===== config.mk =====
export PLATFORM = sky130hd
export DESIGN_NAME = swim_frame_tx
export DESIGN_NICKNAME = d
export VERILOG_FILES = /design/src/rtl/swim_pkg.sv /design/src/rtl/swim_frame_tx_sync.sv /design/src/rtl/swim_frame_tx.sv
export SDC_FILE = /design/constraint.sdc
export NUM_CORES = 1
export LEC_CHECK = 0
export CAP_MARGIN = 30
export CORE_MARGIN = 2
export CORE_UTILIZATION = 30
export CTS_CLUSTER_DIAMETER = 30
export CTS_CLUSTER_SIZE = 8
export DETAILED_ROUTE_END_ITERATION = 8
export PLACE_DENSITY_LB_ADDON = 0.08
export SLEW_MARGIN = 20
export SYNTH_ARGS = -nofsm -noshare
export SYNTH_HDL_FRONTEND = slang
export SYNTH_SLANG_ARGS = --single-unit

===== constraint.sdc =====
create_clock -name clk -period 2.5 [get_ports clk]
set_input_delay 0.375 -clock clk [delete_from_list [all_inputs] [get_ports clk]]
set_output_delay 0.375 -clock clk [all_outputs]
set_load 0.05 [all_outputs]

===== src/rtl/swim_pkg.sv =====
// Shared definitions for the SWIM low-speed frame transmitter.
// Provides the bit timing constants (in 48 MHz clk cycles), the SWIM
// command codes, the transmitter state encoding and a helper that builds
// the left-aligned on-wire frame from a payload.
package swim_pkg;

    localparam int SHORT_CYC   = 12;    // 2 SWIM clocks at 8 MHz HSI
    localparam int LONG_CYC    = 120;   // 20 SWIM clocks
    localparam int SAMPLE_CYC  = 66;    // ACK sample point after its falling edge
    localparam int ACK_TIMEOUT = 2048;  // wait budget for the target's ACK edge

    // One counter serves every phase, so it is sized for the longest one.
    localparam int CNT_W = $clog2((LONG_CYC > ACK_TIMEOUT) ? LONG_CYC : ACK_TIMEOUT);

    localparam logic [2:0] SRST = 3'b000;
    localparam logic [2:0] ROTF = 3'b001;
    localparam logic [2:0] WOTF = 3'b010;

    typedef enum logic [2:0] {
        ST_IDLE,
        ST_BIT_LO,
        ST_BIT_HI,
        ST_ACK_WAIT,
        ST_ACK_SAMPLE,
        ST_ACK_END,
        ST_DONE
    } state_e;

    // Header 0, payload MSB first, even parity; left-aligned in 10 bits so
    // the bit on the wire is always bit 9 of the shift register.
    function automatic logic [9:0] build_frame(input logic [7:0] data, input logic is_cmd);
        if (is_cmd) begin
            return {1'b0, data[2:0], ^data[2:0], 5'b00000};
        end
        return {1'b0, data, ^data};
    endfunction

endpackage


===== src/rtl/swim_frame_tx_sync.sv =====
// Two-flop synchroniser and falling-edge detector for the raw SWIM pin.
// Ports:
//   clk        system clock
//   reset      synchronous, active-high
//   swim_in_i  asynchronous pin level
//   line_hi_o  synchronised pin level
//   fall_o     one-cycle pulse on a synchronised 1 -> 0 transition
module swim_in_sync (
    input  logic clk,
    input  logic reset,
    input  logic swim_in_i,
    output logic line_hi_o,
    output logic fall_o
);

    logic meta_q;
    logic sync_q;
    logic prev_q;

    // The pin idles high through its pull-up, so reset to 1 keeps the edge
    // detector quiet coming out of reset.
    always_ff @(posedge clk) begin
        if (reset) begin
            meta_q <= 1'b1;
            sync_q <= 1'b1;
            prev_q <= 1'b1;
        end else begin
            // NOTE: non-blocking assignments make the three flops sample
            // together, which is what forms the shift chain.
            meta_q <= swim_in_i;
            sync_q <= meta_q;
            prev_q <= sync_q;
        end
    end

    assign line_hi_o = sync_q;
    assign fall_o    = prev_q & ~sync_q;

endmodule


===== src/rtl/swim_frame_tx.sv =====
// SWIM low-speed frame transmitter.
// Serialises a 3-bit command or 8-bit data payload as header + payload +
// parity on the open-drain SWIM pin, then samples the target ACK bit.
// Ports:
//   clk, reset      48 MHz clock, synchronous active-high reset
//   in_data         payload (commands use in_data[2:0])
//   in_is_cmd       1 = command frame, 0 = data frame
//   in_valid/ready  payload handshake
//   swim_in         raw pin level
//   swim_oe         1 = drive pin low
//   res_valid       one-cycle result strobe, with res_ack / res_timeout
//   busy            frame in progress
module swim_frame_tx
    import swim_pkg::*;
(
    input  logic       clk,
    input  logic       reset,
    input  logic [7:0] in_data,
    input  logic       in_is_cmd,
    input  logic       in_valid,
    output logic       in_ready,
    input  logic       swim_in,
    output logic       swim_oe,
    output logic       res_valid,
    output logic       res_ack,
    output logic       res_timeout,
    output logic       busy
);

    logic line_hi;
    logic fall;

    swim_in_sync u_sync (
        .clk       (clk),
        .reset     (reset),
        .swim_in_i (swim_in),
        .line_hi_o (line_hi),
        .fall_o    (fall)
    );

    state_e           state_q,     state_d;
    logic [CNT_W-1:0] cnt_q,       cnt_d;
    logic [9:0]       shift_q,     shift_d;
    logic [3:0]       bits_left_q, bits_left_d;
    logic             ack_smp_q,   ack_smp_d;
    logic             res_ack_q,   res_ack_d;
    logic             res_tmo_q,   res_tmo_d;
    logic             swim_oe_q;

    logic             cur_bit;
    logic [CNT_W-1:0] lo_last;
    logic [CNT_W-1:0] hi_last;

    // A 1 bit is a short low then a long high; a 0 bit is the reverse.
    assign cur_bit = shift_q[9];
    assign lo_last = cur_bit ? CNT_W'(SHORT_CYC - 1) : CNT_W'(LONG_CYC - 1);
    assign hi_last = cur_bit ? CNT_W'(LONG_CYC - 1)  : CNT_W'(SHORT_CYC - 1);

    assign in_ready = (state_q == ST_IDLE) & line_hi & ~reset;

    always_comb begin
        // NOTE: every output of this block gets a default first so no path
        // leaves a variable unassigned and infers a latch.
        state_d     = state_q;
        cnt_d       = cnt_q + 1'b1;
        shift_d     = shift_q;
        bits_left_d = bits_left_q;
        ack_smp_d   = ack_smp_q;
        res_ack_d   = res_ack_q;
        res_tmo_d   = res_tmo_q;

        unique case (state_q)
            ST_IDLE: begin
                cnt_d = '0;
                if (in_valid && in_ready) begin
                    state_d     = ST_BIT_LO;
                    shift_d     = build_frame(in_data, in_is_cmd);
                    bits_left_d = in_is_cmd ? 4'd5 : 4'd10;
                end
            end
            ST_BIT_LO: begin
                if (cnt_q == lo_last) begin
                    state_d = ST_BIT_HI;
                    cnt_d   = '0;
                end
            end
            ST_BIT_HI: begin
                if (cnt_q == hi_last) begin
                    cnt_d = '0;
                    if (bits_left_q == 4'd1) begin
                        state_d = ST_ACK_WAIT;
                    end else begin
                        state_d     = ST_BIT_LO;
                        shift_d     = {shift_q[8:0], 1'b0};
                        bits_left_d = bits_left_q - 1'b1;
                    end
                end
            end
            ST_ACK_WAIT: begin
                if (fall) begin
                    state_d = ST_ACK_SAMPLE;
                    cnt_d   = '0;
                end else if (cnt_q == CNT_W'(ACK_TIMEOUT - 1)) begin
                    state_d   = ST_DONE;
                    cnt_d     = '0;
                    res_ack_d = 1'b0;
                    res_tmo_d = 1'b1;
                end
            end
            ST_ACK_SAMPLE: begin
                // A short ACK pulse has ended by now; a NACK still holds low.
                if (cnt_q == CNT_W'(SAMPLE_CYC - 1)) begin
                    state_d   = ST_ACK_END;
                    cnt_d     = '0;
                    ack_smp_d = line_hi;
                end
            end
            ST_ACK_END: begin
                if (line_hi) begin
                    state_d   = ST_DONE;
                    cnt_d     = '0;
                    res_ack_d = ack_smp_q;
                    res_tmo_d = 1'b0;
                end else if (cnt_q == CNT_W'(ACK_TIMEOUT - 1)) begin
                    state_d   = ST_DONE;
                    cnt_d     = '0;
                    res_ack_d = 1'b0;
                    res_tmo_d = 1'b1;
                end
            end
            ST_DONE: begin
                state_d = ST_IDLE;
                cnt_d   = '0;
            end
            default: begin
                state_d = ST_IDLE;
                cnt_d   = '0;
            end
        endcase
    end

    always_ff @(posedge clk) begin
        if (reset) begin
            state_q     <= ST_IDLE;
            cnt_q       <= '0;
            shift_q     <= '0;
            bits_left_q <= '0;
            ack_smp_q   <= 1'b0;
            res_ack_q   <= 1'b0;
            res_tmo_q   <= 1'b0;
            swim_oe_q   <= 1'b0;
        end else begin
            state_q     <= state_d;
            cnt_q       <= cnt_d;
            shift_q     <= shift_d;
            bits_left_q <= bits_left_d;
            ack_smp_q   <= ack_smp_d;
            res_ack_q   <= res_ack_d;
            res_tmo_q   <= res_tmo_d;
            // Registered from the next state so the pin driver never sees a
            // decode glitch; it still switches on the same edge as the state.
            swim_oe_q   <= (state_d == ST_BIT_LO);
        end
    end

    assign swim_oe     = swim_oe_q;
    assign res_valid   = (state_q == ST_DONE);
    assign res_ack     = res_ack_q;
    assign res_timeout = res_tmo_q;
    assign busy        = (state_q != ST_IDLE);

endmodule


# After elaboration in Yosys (flattened, before gate mapping)
# Cells that the tools add are included.
# classes
reduce_logical	10
n_addsub	2
eq_ne	16
mux	40
bitwise	5
# ops
cell	n
two-way mux 11 bit	6
case mux 11 bit (5 select lines)	1
two-way mux 10 bit	5
equality test 11 x 7 -> 1 bit	2
two-way mux 3 bit	7
case mux 10 bit (2 select lines)	1
case mux 3 bit (6 select lines)	1
two-way mux 4 bit	4
two-way mux 7 bit	2
adder 11 x 1 -> 11 bit (second input constant)	1
equality test 11 bit (second input constant)	1
equality test 11 x 7 -> 1 bit (second input constant)	1
equality test 3 bit (second input constant)	3
two-way mux 1 bit	9
case mux 4 bit (2 select lines)	1
parity 8 bit	1
equality test 3 x 1 -> 1 bit (second input constant)	2
equality test 3 x 2 -> 1 bit (second input constant)	2
!= test 2 bit (second input constant)	3
equality test 4 x 1 -> 1 bit (second input constant)	1
case mux 1 bit (2 select lines)	2
AND reduction 2 bit	2
AND reduction 4 bit	1
nonzero test 2 bit	2
other kinds (9)	12
# word_totals
out_inout_bits	6
inputBits	13
register_bits	35
elab_cells	84

# Longest topological paths before layout
# logic_depth
ltp_word	9
mapped_depth	8
ltp_nobuf	7

# Modules after synthesis
# A second synthesis with hierarchy kept.
# unflattened
cells_unflattened	238
area_unflattened_um2	2042.0
# by_module_without_submodules
module	instances	area_per_inst_um2	cells_per_inst	seq_area_each_um2
swim_frame_tx	1	1956.9	231	640.6
swim_in_sync	1	85.1	7	60.1

# Worst setup path before layout
# OpenSTA, ideal clock, no wires.
# synth_path
path_kind	register to register
startpoint	register state_q[2]
endpoint	register bits_left_q[2]
stages_incl_launch_ff	9
required_time_ns	2.383
path_buffers	3
t_arrival_ns	2.030
slack_ns	0.353
setup_time_ns	0.117
cell_sequence	dfxtp_1 buf_2 or3b_1 buf_2 or4b_4 o21ai_4 buf_6 o21ai_2 a32o_1
# synth_between
elab_chain_cells	6
elab_cells_between_ends	11
# synth_rtl
element	line	source
start: declaration	swim_frame_tx.sv:41	state_e state_q, state_d;
start signal: assignment	swim_frame_tx.sv:153	state_q <= state_d;
zero test 3 bit	swim_frame_tx.sv:59, swim_frame_tx.sv:72	
bitwise AND 1 bit (2 in series)	swim_frame_tx.sv:59	assign in_ready = (state_q == ST_IDLE) & line_hi & ~reset;
logical AND 1 bit	swim_frame_tx.sv:75	if (in_valid && in_ready) begin
!= test 2 x 1 -> 1 bit (no line)	--	
AND reduction 4 bit (no line)	--	
end signal: assignment	swim_frame_tx.sv:156	bits_left_q <= bits_left_d;
end: declaration	swim_frame_tx.sv:44	logic [3:0] bits_left_q, bits_left_d;
# Parallel ways exist; a longest one is shown, timed or not.
# A chain may end at the register's enable or synchronous reset.

# Final worst setup path
# layout_path
startpoint	register cnt_q[7]
endpoint	register bits_left_q[2]
# layout_between
elab_chain_cells	3
# layout_rtl
element	line	source
start: declaration	swim_frame_tx.sv:42	logic [CNT_W-1:0] cnt_q, cnt_d;
start signal: assignment	swim_frame_tx.sv:154	cnt_q <= cnt_d;
equality test 11 x 7 -> 1 bit	swim_frame_tx.sv:88	if (cnt_q == hi_last) begin
!= test 2 bit (no line)	--	
AND reduction 4 bit (no line)	--	
# No other way between the ends.

==> impl_metrics.json <==
{
  "drt_iter0_drc": 76,
  "worstSetupEndpointType": "flip-flop",
  "cts_resized": 0,
  "cts_made_buffers": 5,
  "place_inst": 316,
  "coreArea_um2": 6386,
  "io_pins": 19,
  "avgRoutedWirePerCell_um": 14.07,
  "max_freq_ghz": 0.4433,
  "relSlewSlack_pct": 66.52,
  "instances_no_fill": 324,
  "grt.overflow.total": 0,
  "seq_area_frac_synth_pct": 35.24,
  "status": "finished, final reports clean",
  "crit_chain": "or4_4 -> or4b_4 -> o21ai_4 -> buf_12 -> o21ai_2 -> a32o_1",
  "dieWidth_um": 85.41,
  "cts.path.max_buffers": 2,
  "synthCells": 223,
  "grt_pass1_vias": 1616,
  "fillerInstances": 681,
  "fin_skew_ps": 6.758,
  "area_growth_pct": 20.64,
  "die_h_um": 85.41,
  "ant_nets": 0,
  "synth_flop_cell": "dfxtp_1",
  "holdWs_ps": 422.3,
  "hold_violations": 0,
  "fin_nets": 263,
  "cp_slowest_stage_delay_ps": 580,
  "fin_ws_ps": 244.3,
  "synth_top_area_share_pct": 35.24,
  "p_leak_nw": 0.8920,
  "ff_latch_area_um2": 700.7,
  "required_ps": 2670,
  "avgSynthCellArea_um2": 8.916,
  "synth_commonest_cells": "dfxtp_1, nor2_1, nand2_1, mux2i_1, a21oi_1",
  "ctsRootBufferMaster": "clkbuf_8",
  "ys_ff_latch": 35,
  "total_power_mw": 1.206,
  "cts_setup_buffers": 0,
  "multi_input_area_um2": 1206,
  "power_density_nw_per_um2": 503.0,
  "hp-class": "flip-flop to flip-flop",
  "diodes": 0,
  "arrival_ps": 2430,
  "fin_setup_tns_ps": 0,
  "hold_buffers": 0,
  "syn_area_um2": 1988,
  "row_count": 29,
  "utilization_pct": 37.56,
  "synth_edf_count": 0,
  "cts_sinks": 35,
  "synth_most_common_cell": "dfxtp_1",
  "vias": 1613,
  "place_ws_ps": 248.4,
  "vdd_drop_max_mv": 0.2176,
  "cts.clk_slew.worst_paths_ps": 70,
  "track_usage_pct": 13.43,
  "clock_latency_ps": 280,
  "start_util_pct": 31.13,
  "synth_top_area_cell": "dfxtp_1",
  "cts-htree-levels": 2,
  "place_congestion": 0.7800,
  "grt_max_degree": 20,
  "ys_types": 57,
  "drtPass1Iterations": 4,
  "synthArstFlopShare_pct": 0,
  "worstSetupPathType": "flip-flop to flip-flop",
  "cts_tree": "yes",
  "portBuffers": 18,
  "drive_above_1_share_pct": 14.98,
  "die-area_um2": 7294,
  "final_max_slew_viol_count": 0,
  "hpwlAfterDp_um": 3467,
  "yosys-top-cells-area": "dfxtp_1, mux2i_1, nor2_1",
  "yosysWarnings": 0,
  "antenna_found_initial": 0,
  "grt_pass1_wl_um": 7741,
  "wl_um": 4560,
  "synth.net_count": 240,
  "place_area_um2": 2298,
  "worst_pin_slew_ps": 500.6,
  "finalCritPeriodShare_pct": 90.23,
  "final_area_um2": 2399,
  "cap_violations": 0,
  "vias_per_cell": 4.978,
  "period_minus_slack_ps": 2256,
  "drc": 0,
  "startpoint_type": "flip-flop",
  "finalSetupViolations": 0,
  "cp_max_fo": 16,
  "rsz0062_at_grt": "false",
  "worst_path_max_delay_cell": "or4b_4"
}
cells by family (layout without fill, tap and decap cells):
group	count (synthesis)	after routing	share of synthesized area, %
AO/OA/AOI/OAI	39	39	15.23
XOR/XNOR	13	13	7.174
adder cells (fa/ha/maj)	4	4	2.517
buffers and inverters	19	43	4.342
flip-flops	35	35	35.24
multiplexers	14	14	7.111
AND/OR/NAND/NOR	99	99	28.38
layout make-up:
cell class | count | share of cell area, %
multi-input combinational | 169 | 50.29
sequential | 35 | 29.21
timing repair buffer | 29 | 11.37
clock buffer | 8 | 4.173
tap | 77 | 4.017
inverter | 6 | 0.9390
where the power goes:
part	internal, mW	switching [mW]	total (mW)
Combinational	0.0846	0.0867	0.171
Sequential	0.575	0.0112	0.586
Clock	0.252	0.197	0.449
cells in the final DEF (no fill, tap or decap), types with 5 or more instances in the layout:
master           instances
nor3b_1                  6
xor2_1                   6
xnor2_1                  5
nand2_1                 14
nor3_1                   6
mux2i_1                 13
nand3_1                  5
inv_1                    6
buf_4                   11
clkbuf_8                 7
a21oi_1                  9
nand4_1                  5
nor2_1                  28
clkdlybuf4s50_1         17
dfxtp_1                 35
path summary, 6_finish.rpt:
path	from	endpoint	slack (ps)	depth (start not counted)
setup / recovery	cnt_q[7]	bits_left_q[2]	240	6
hold / removal	u_sync.meta_q	u_sync.line_hi_o	420	1
setup reg to reg	cnt_q[7]	bits_left_q[2]	240	6
hold reg to reg	u_sync.meta_q	u_sync.line_hi_o	420	1
routing by layer:
metal / wire (um) / GRT usage, % / vias up
li1: - / - / 844
met1: 2239 / 17.55 / 741
met2: 2066 / 21.16 / 24
met3: 168 / 3.502 / 4
met4: 85 / 5.195 / 0
met5: 0 / 0 / -
worst max-delay path: cells and delay by family, from the launching register on:
family / cells / cell delay [ps]
AO/OA/AOI/OAI: 3 / 500
buffers and inverters: 1 / 170
flip-flops: 1 / 330
AND/OR/NAND/NOR: 2 / 1150
registers in the layout, indices dropped and copies added, names as in the netlist:
signal            count
swim_oe               1
u_sync.meta_q         1
u_sync.prev_q         1
state_q               3
bits_left_q           4
shift_q              10
cnt_q                11
res_ack               1
u_sync.line_hi_o      1
ack_smp_q             1
res_timeout           1
Note: power is estimated with default switching activity, not from simulation.
